==> src/rtl/pwm_ramp_ctrl.sv <==
// Ramp sequencer for the 8-bit PWM generator: accepts a ramp command and
// walks cmp toward the target, one step every dwell PWM periods.
module pwm_ramp_ctrl (
  input  logic       clk,
  input  logic       res,
  input  logic       cfg_valid,
  output logic       cfg_ready,
  input  logic [7:0] cfg_width,
  input  logic [7:0] cfg_target,
  input  logic [7:0] cfg_step,
  input  logic [7:0] cfg_dwell,
  input  logic       abort,
  output logic [7:0] width,
  output logic [7:0] cmp,
  output logic       period_tick,
  output logic       busy,
  output logic       done
);

  typedef enum logic {IDLE, RAMP} state_t;

  state_t     state;
  logic [8:0] pcnt;
  logic [7:0] tgt;
  logic [7:0] stp;
  logic [7:0] dwell;
  logic [7:0] dcnt;

  logic [8:0] plast;
  logic [7:0] dwell_eff;
  logic       upd;
  logic [8:0] up_sum;
  logic [8:0] dn_sum;
  logic [7:0] next_cmp;
  logic       fin;

  assign plast       = {1'b0, width} + 9'd1;
  assign period_tick = (pcnt == plast);
  assign busy        = (state == RAMP);
  assign cfg_ready   = (state == IDLE);

  assign dwell_eff = (dwell == 8'd0) ? 8'd1 : dwell;
  assign upd = (state == RAMP) && period_tick &&
               (({1'b0, dcnt} + 9'd1) == {1'b0, dwell_eff});

  // 9-bit sums so a step can never wrap past 0 or 255
  assign up_sum = {1'b0, cmp} + {1'b0, stp};
  assign dn_sum = {1'b0, cmp} - {1'b0, stp};

  always_comb begin
    next_cmp = cmp;
    if (tgt > cmp) begin
      if (up_sum > {1'b0, tgt}) next_cmp = tgt;
      else                      next_cmp = up_sum[7:0];
    end else if (tgt < cmp) begin
      if (dn_sum[8] || (dn_sum[7:0] < tgt)) next_cmp = tgt;
      else                                  next_cmp = dn_sum[7:0];
    end
  end

  assign fin = (next_cmp == tgt);

  always_ff @(posedge clk) begin
    if (res) begin
      state <= IDLE;
      width <= 8'd0;
      cmp   <= 8'd0;
      done  <= 1'b0;
      pcnt  <= 9'd0;
      dcnt  <= 8'd0;
      tgt   <= 8'd0;
      stp   <= 8'd0;
      dwell <= 8'd0;
    end else begin
      done <= 1'b0;
      pcnt <= period_tick ? 9'd0 : pcnt + 9'd1;
      unique case (state)
        IDLE: begin
          if (cfg_valid) begin
            width <= cfg_width;
            tgt   <= cfg_target;
            stp   <= cfg_step;
            dwell <= cfg_dwell;
            pcnt  <= 9'd0;
            dcnt  <= 8'd0;
            if ((cfg_step == 8'd0) || (cmp == cfg_target))
              done <= 1'b1;
            else
              state <= RAMP;
          end
        end
        RAMP: begin
          // a final update beats a coincident abort
          if (upd && fin) begin
            cmp   <= next_cmp;
            dcnt  <= 8'd0;
            done  <= 1'b1;
            state <= IDLE;
          end else if (abort) begin
            state <= IDLE;
          end else if (upd) begin
            cmp  <= next_cmp;
            dcnt <= 8'd0;
          end else if (period_tick) begin
            dcnt <= dcnt + 8'd1;
          end
        end
        default: state <= IDLE;
      endcase
    end
  end

endmodule

==> config.mk <==
export PLATFORM = sky130hd
export DESIGN_NAME = pwm_ramp_ctrl
export DESIGN_NICKNAME = d
export VERILOG_FILES = /design/src/rtl/pwm_ramp_ctrl.sv
export SDC_FILE = /design/constraint.sdc
export NUM_CORES = 1
export LEC_CHECK = 0
export CELL_PAD_IN_SITES_DETAIL_PLACEMENT = 2
export CELL_PAD_IN_SITES_GLOBAL_PLACEMENT = 2
export CORE_MARGIN = 2
export CORE_UTILIZATION = 30
export DETAILED_ROUTE_END_ITERATION = 8
export HOLD_SLACK_MARGIN = 0.12
export PLACE_DENSITY = 0.76
export SYNTH_ARGS = -nofsm -noshare
export SYNTH_HDL_FRONTEND = slang
export SYNTH_SLANG_ARGS = --single-unit
==> constraint.sdc <==
create_clock -name clk -period 4.9 [get_ports clk]
set_clock_uncertainty 0.2 [all_clocks]
set_input_delay 0.49 -clock clk [delete_from_list [all_inputs] [get_ports clk]]
set_output_delay 0.49 -clock clk [all_outputs]
set_load 0.03 [all_outputs]
Word level (Yosys, flattened, before mapping)
Index checks and enable logic that the tools add are counted.
- register bits: 59
- input port bits: 36
- output and inout port bits: 20
- word-level logic and storage cells: 65
- add/sub/neg operators: 6
- $lt $le $gt $ge: 4
- equality and inequality tests: 8
- multiplexer cells: 26
- bitwise gates (word level): 1
- reductions and logical operators: 11
- operators by type and width (cell ; count):
    8-bit two-way mux ; 13
    9-bit two-way mux ; 3
    8-bit by 1-bit adder with 9-bit output, second input constant ; 2
    8-bit == test ; 2
    8-bit zero test ; 2
    8-bit less-than comparator ; 2
    8-bit case mux with 2 select lines ; 1
    8-bit by 8-bit adder with 9-bit output ; 1
    9-bit by 1-bit adder with 9-bit output, second input constant ; 1
    9-bit by 8-bit == test with 1-bit output ; 1
    9-bit == test ; 1
    9-bit by 8-bit > comparator with 1-bit output ; 1
    8-bit by 8-bit subtractor with 9-bit output ; 1
    8-bit by 1-bit adder with 8-bit output, second input constant ; 1
    8-bit > comparator ; 1
    1-bit two-way mux ; 7
    3-bit AND reduction ; 2
    4-bit by 2-bit != test with 1-bit output, second input constant ; 1
    1-bit case mux with 2 select lines ; 2
    1-bit logical AND ; 3
    3-bit by 2-bit != test with 1-bit output, second input constant ; 1
    1-bit logical OR ; 2
    2-bit by 1-bit != test with 1-bit output, second input constant ; 1
    2-bit != test, second input constant ; 1
    3 further kinds ; 3

Logic depth before layout (Yosys ltp)
- depth in word-level cells: 10
- depth in mapped cells: 21
- depth with buffers taken out: 18

Least setup slack after synthesis
OpenSTA, ideal clock, no wires.
- path kind: flip-flop to flip-flop
- start point: register cmp[2]
- end point: register dcnt[6]
- setup time: 0.087 ns
- arrival: 4.811 ns
- data required time: 4.613 ns
- path slack: -0.198 ns
- stages on the path, launching flop included: 18
- buffers on the path: 1
- clock period less this slack: 5.098 ns
- path through: dfxtp_1 -> ha_1 -> buf_6 -> nand2b_4 -> a2111o_1 -> nand2_2 -> xnor2_1 -> ha_1 -> a211oi_1 -> a21boi_0 -> a211oi_1 -> a2111oi_4 -> a32o_1 -> o31ai_1 -> a2111o_1 -> a31oi_4 -> or3b_4 -> o31ai_1
- longest elaborated chain between the ends: 10
- elaborated cells on any way between the ends: 18
- those cells by class: 2 x add/sub; 4 x order compare; 3 x eq/ne; 6 x mux; 3 x reduce/logical
- RTL lines (item ; line ; source):
    start: declaration ; 14 ; output logic [7:0] cmp,
    start signal: assignment ; 95 ; cmp <= next_cmp;
    start signal: assignment ; 102 ; cmp <= next_cmp;
    8-bit by 8-bit subtractor with 9-bit output ; 48 ; assign dn_sum = {1'b0, cmp} - {1'b0, stp};
    8-bit less-than comparator ; 56 ; if (dn_sum[8] || (dn_sum[7:0] < tgt)) next_cmp = tgt;
    1-bit logical OR ; 56 ;
    8-bit two-way mux ; 56 ;
    8-bit two-way mux ; 55 ; end else if (tgt < cmp) begin
    8-bit two-way mux * ; 52 ; if (tgt > cmp) begin
    8-bit == test * ; 61 ; assign fin = (next_cmp == tgt);
    1-bit logical AND * ; 94 ; if (upd && fin) begin
    4-bit by 2-bit != test with 1-bit output (no source line) (tied with other cells) ; -- ;
    3-bit AND reduction (no source line) or 8-bit case mux with 2 select lines (tied branches) ; -- ;
    end signal: assignment ; 105 ; dcnt <= dcnt + 8'd1;
    end: declaration ; 27 ; logic [7:0] dcnt;
Every way passes the cells marked *; elsewhere a longest branch is shown, timed or not.
A chain may end at the register's enable or synchronous reset.

Worst setup path in the final report
- start point: register cmp[0]
- end point: register dcnt[4]
Same word-level chain as after synthesis.

==> results.txt <==
----------------------------------------------------
[Route]
  Total iterations of the first detailed-routing run ... 4
  Routed Antenna Nets ... 0
  Final routed wire length divided by cell count ... 22.5 um
  Overall via count from detail_route ... between 5000 and 6000
  Number of remaining DRC errors ... 0
  Via count normalized by instance count ... ~5.6
  Number of DRC markers in iteration 0 ... 177
  Routed WL ... about 21000 um

[Yosys]
  Mean post-synth cell area ... roughly 7.6 um2
  Top post-synthesis cells by area ... dfxtp_1, ha_1, a21oi_1
  Number of enable flip-flop cells after synthesis ... 0
  Post-Synthesis Cells ... around 640
  Count of different cell masters after synthesis ... 66
  Share of synthesized area occupied by flip-flops and latches ... approximately 24%
  Synth top area share ... roughly 24%
  Post-synth design cell area ... between 4000 and 5000 um2
  Most area-hungry cell type in the Yosys netlist ... dfxtp_1
  Number of flip-flops and latches in the synthesized netlist ... 59
  Yosys warns ... 0
  Number of nets in the synthesized netlist ... between 700 and 800
  Flip-flop cell with the highest count after synthesis ... dfxtp_1
  Async set-or-reset flop fraction in the synthesized netlist ... 0%

[Cells and area]
  Antenna diode instance count ... 0
  Number of standard cells in the final layout excluding fillers ... 950
  Area Overhead vs Synth ... 38.6%
  Proportion of layout cells with a drive suffix above 1 ... between 20 and 25%
  Layout fillers ... 1771
  Nets ... slightly above 800

[Place]
  Final HPWL from detailed placement ... about 15000 um
  Worst setup slack before clock tree synthesis ... -0.441 ns
  Port Buf Inserts ... 55
  Total instance count after detailed placement ... 919
  Final weighted congestion of routability-driven global placement ... ~1

[GRT]
  Vias in the first global route ... between 5000 and 6000
  Pin count of the biggest net entering global routing ... 49
  Wire length of the first global-routing pass ... ~32000 um
  Overflow left after global routing ... 0
  Number of antenna violations at the first check in global routing ... 0
  Global router's overall resource usage ... around 25%

[Min path]
  Worst min-delay path category ... reg2reg

[Floorplanning]
  Die Outline Area ... around 17000 um2
  Number of rows created at floorplan ... 46
  Initial Util ... a little under a third
  Core area ... roughly 16000 um2
  I/O pin count ... between 50 and 60
  Die height ... about 130 um
  Horizontal die dimension ... ~130 um

[Timing]
  Ratio of final minimum period to clock period ... 100%
  Max Fclk ... around 0.20 GHz
  Min Hold Slack ... 0.277 ns
  RSZ-0062 raised after global routing ... true
  PnR worst setup slack ... -0.0172 ns
  Min cycle time layout ... between 4 and 5 ns
  Relative slew slack ... about 43%
  Setup-failing EPs final ... 1
  Slew at the pin closest to its max-slew limit ... ~0.86 ns
  Count of final hold-check violations ... 0
  Max Slew Vio Count ... 0

[Worst setup path]
  Critical Path, Cell by Cell ... ha_4 -> fa_2 -> nand2b_4 -> a2111o_1 -> nand2_2 -> xnor2_2 -> ha_4 -> buf_6 -> nand4_1 -> o22ai_2 -> a211oi_2 -> buf_4 -> a2111oi_4 -> buf_4 -> a32oi_1 -> a32oi_2 -> a2111o_1 -> a31oi_4 -> or3b_4 -> o31ai_1
  Worst setup SP type ... flop
  Biggest fanout along the worst timing path ... 6
  Buf/Inv on CP ... 3
  Worst setup path class ... reg2reg
  Dominant delay contributor by cell family on the critical path ... compound AO/OA/AOI/OAI gates
  Crit-path max cell delay ... 0.48 ns
  Slowest stage cell on the critical path ... or3b_4
  WP data arrival ... between 4 and 5 ns
  R2r setup slk ... -0.02 ns
  CP required ... 4.95 ns
  Capturing element type of the critical path ... flop

[Clock tree]
  Insertion delay of the later-clocked pin in the worst-skew pair ... 0.33 ns
  CTS root buffer ... clkbuf_16
  Number of hold-repair buffers added at the cts stage ... 0
  Clock Tree Buf Depth ... 2
  Clock-pin slew reported for the worst setup and hold paths after clock tree synthesis ... about 0.060 ns
  Number of levels the H-tree was split into ... 3
  TritonCTS clock tree ... yes
  Clock sinks ... 59
  Number of clock buffers inserted by TritonCTS ... 9

[Power and ir drop]
  Cell leakage power ... 2.61 nW
  Maximum resistive drop on vdd ... around 150 uV
  Power Density ... approximately 270 nW/um2

[Run]
  Number of max-capacitance violations reported ... 0

[Status]
  Violations in the final reports ... setup timing
  Outcome ... complete, but fails checks

----------------------------------------------------
==> worst min-delay path: cells and delay by family (launching register included) <==
| kind | cells | cell delay (ns) |
|---|---|---|
| simple gates | 1 | 0.06 |
| flops | 1 | 0.32 |
| compound gates | 1 | 0.05 |
==> layout by cell type (no fill, tap or decap), drive strengths merged, types with 4 or more instances in the layout <==
cell type / count
a2111oi: 4
a211oi: 7
a21o: 9
a21oi: 67
a32oi: 4
and3: 8
buf: 62
clkbuf: 10
clkdlybuf4s50: 54
dfxtp: 59
ha: 42
inv: 39
mux2i: 5
nand2: 90
nand2b: 6
nand3: 17
nand4: 7
nor2: 57
nor2b: 7
nor3: 8
nor4: 5
o2111ai: 4
o211ai: 8
o21a: 5
o21ai: 19
o22ai: 6
o311ai: 6
o31ai: 7
or3: 4
xnor2: 29
xor2: 25
==> layer usage <==
| metal | wire, um | share of wire, % | GRT usage, % |
|---|---|---|---|
| met5 | 0 | 0 | 0 |
| met4 | 905 | 4.2 | 10.5 |
| met3 | 897 | 4.2 | 3.62 |
| met2 | 11100 | 52 | 45.0 |
| met1 | 8410 | 39 | 28.4 |
==> path summary, 6_finish.rpt <==
path                               start        to  cells past startpoint
worst max register to register    cmp[0]   dcnt[4]                     20
worst min-delay path            dwell[0]  dwell[0]                      2
worst min register to register  dwell[0]  dwell[0]                      2
worst max-delay path              cmp[0]   dcnt[4]                     20
==> kinds of logic after synthesis <==
logic type / synth area share [%]
AO/OA/AOI/OAI: 25.1
XOR/XNOR: 9.81
adder cells (fa/ha/maj): 11.7
buffers and inverters: 6.02
flip-flops: 24.5
multiplexers: 1.04
AND/OR/NAND/NOR: 21.8
==> synth_stat cells (5+ instances only) <==
library cell	number
o31ai_1	7
inv_1	39
dfxtp_1	59
mux2i_1	5
nor4_1	5
nor2b_1	7
a21o_1	9
nand4_1	7
xor2_1	25
nand3_1	17
o21ai_0	16
nor2_1	57
nand2b_1	5
o22ai_1	6
and3_1	8
a211oi_1	7
a21oi_1	67
xnor2_1	29
o311ai_0	6
ha_1	42
nor3_1	8
nand2_1	89
clkbuf_1	27
o21a_1	5
o211ai_1	8
==> area by class of cell <==
cell class / count / area, um2 / share of cell area [%]
Tap cell: 216 / 270 / 4.04
Inverter: 39 / 146 / 2.19
Clock buffer: 10 / 229 / 3.42
Sequential cell: 59 / 1200 / 17.9
Multi-Input combinational cell: 505 / 3760 / 56.2
Timing Repair Buffer: 116 / 1010 / 15.1
Clock inverter: 5 / 78.8 / 1.18
==> per-stage QoR <==
step,setup TNS (ns),total power (W),utilization (%),area (um2)
after CTS,0,0.00178,40.2,6360
after detailed placement,-3.82,0.00107,36.9,5840
after global placement,-1.23,0.00105,36.9,5840
after global routing,-0.958,0.00190,42.2,6690
after floorplan,0,0.000856,-,4830
final,-0.0172,0.00182,42.2,6690
==> power breakdown <==
part / switching (W) / internal (W) / leakage, nW
Sequential: 0.0000297 / 0.000499 / 0.485
Clock: 0.000225 / 0.000441 / 0.152
Combinational: 0.000364 / 0.000263 / 1.97
Total: 0.000619 / 0.00120 / 2.61
==> flip-flops by register name (all words and copies together) (netlist names) <==
| name | flops |
|---|---|
| busy | 1 |
| cmp | 8 |
| dwell | 8 |
| width | 8 |
| done | 1 |
| pcnt | 9 |
| dcnt | 8 |
| stp | 8 |
| tgt | 8 |
==> timing repair <==
item,in CTS,in global routing
pin swaps,14,28
buffers inserted,5,11
endpoints found under the setup margin,16,16
gates cloned,0,1
resized for setup,38,48
Power figures use the tool's default switching activity.
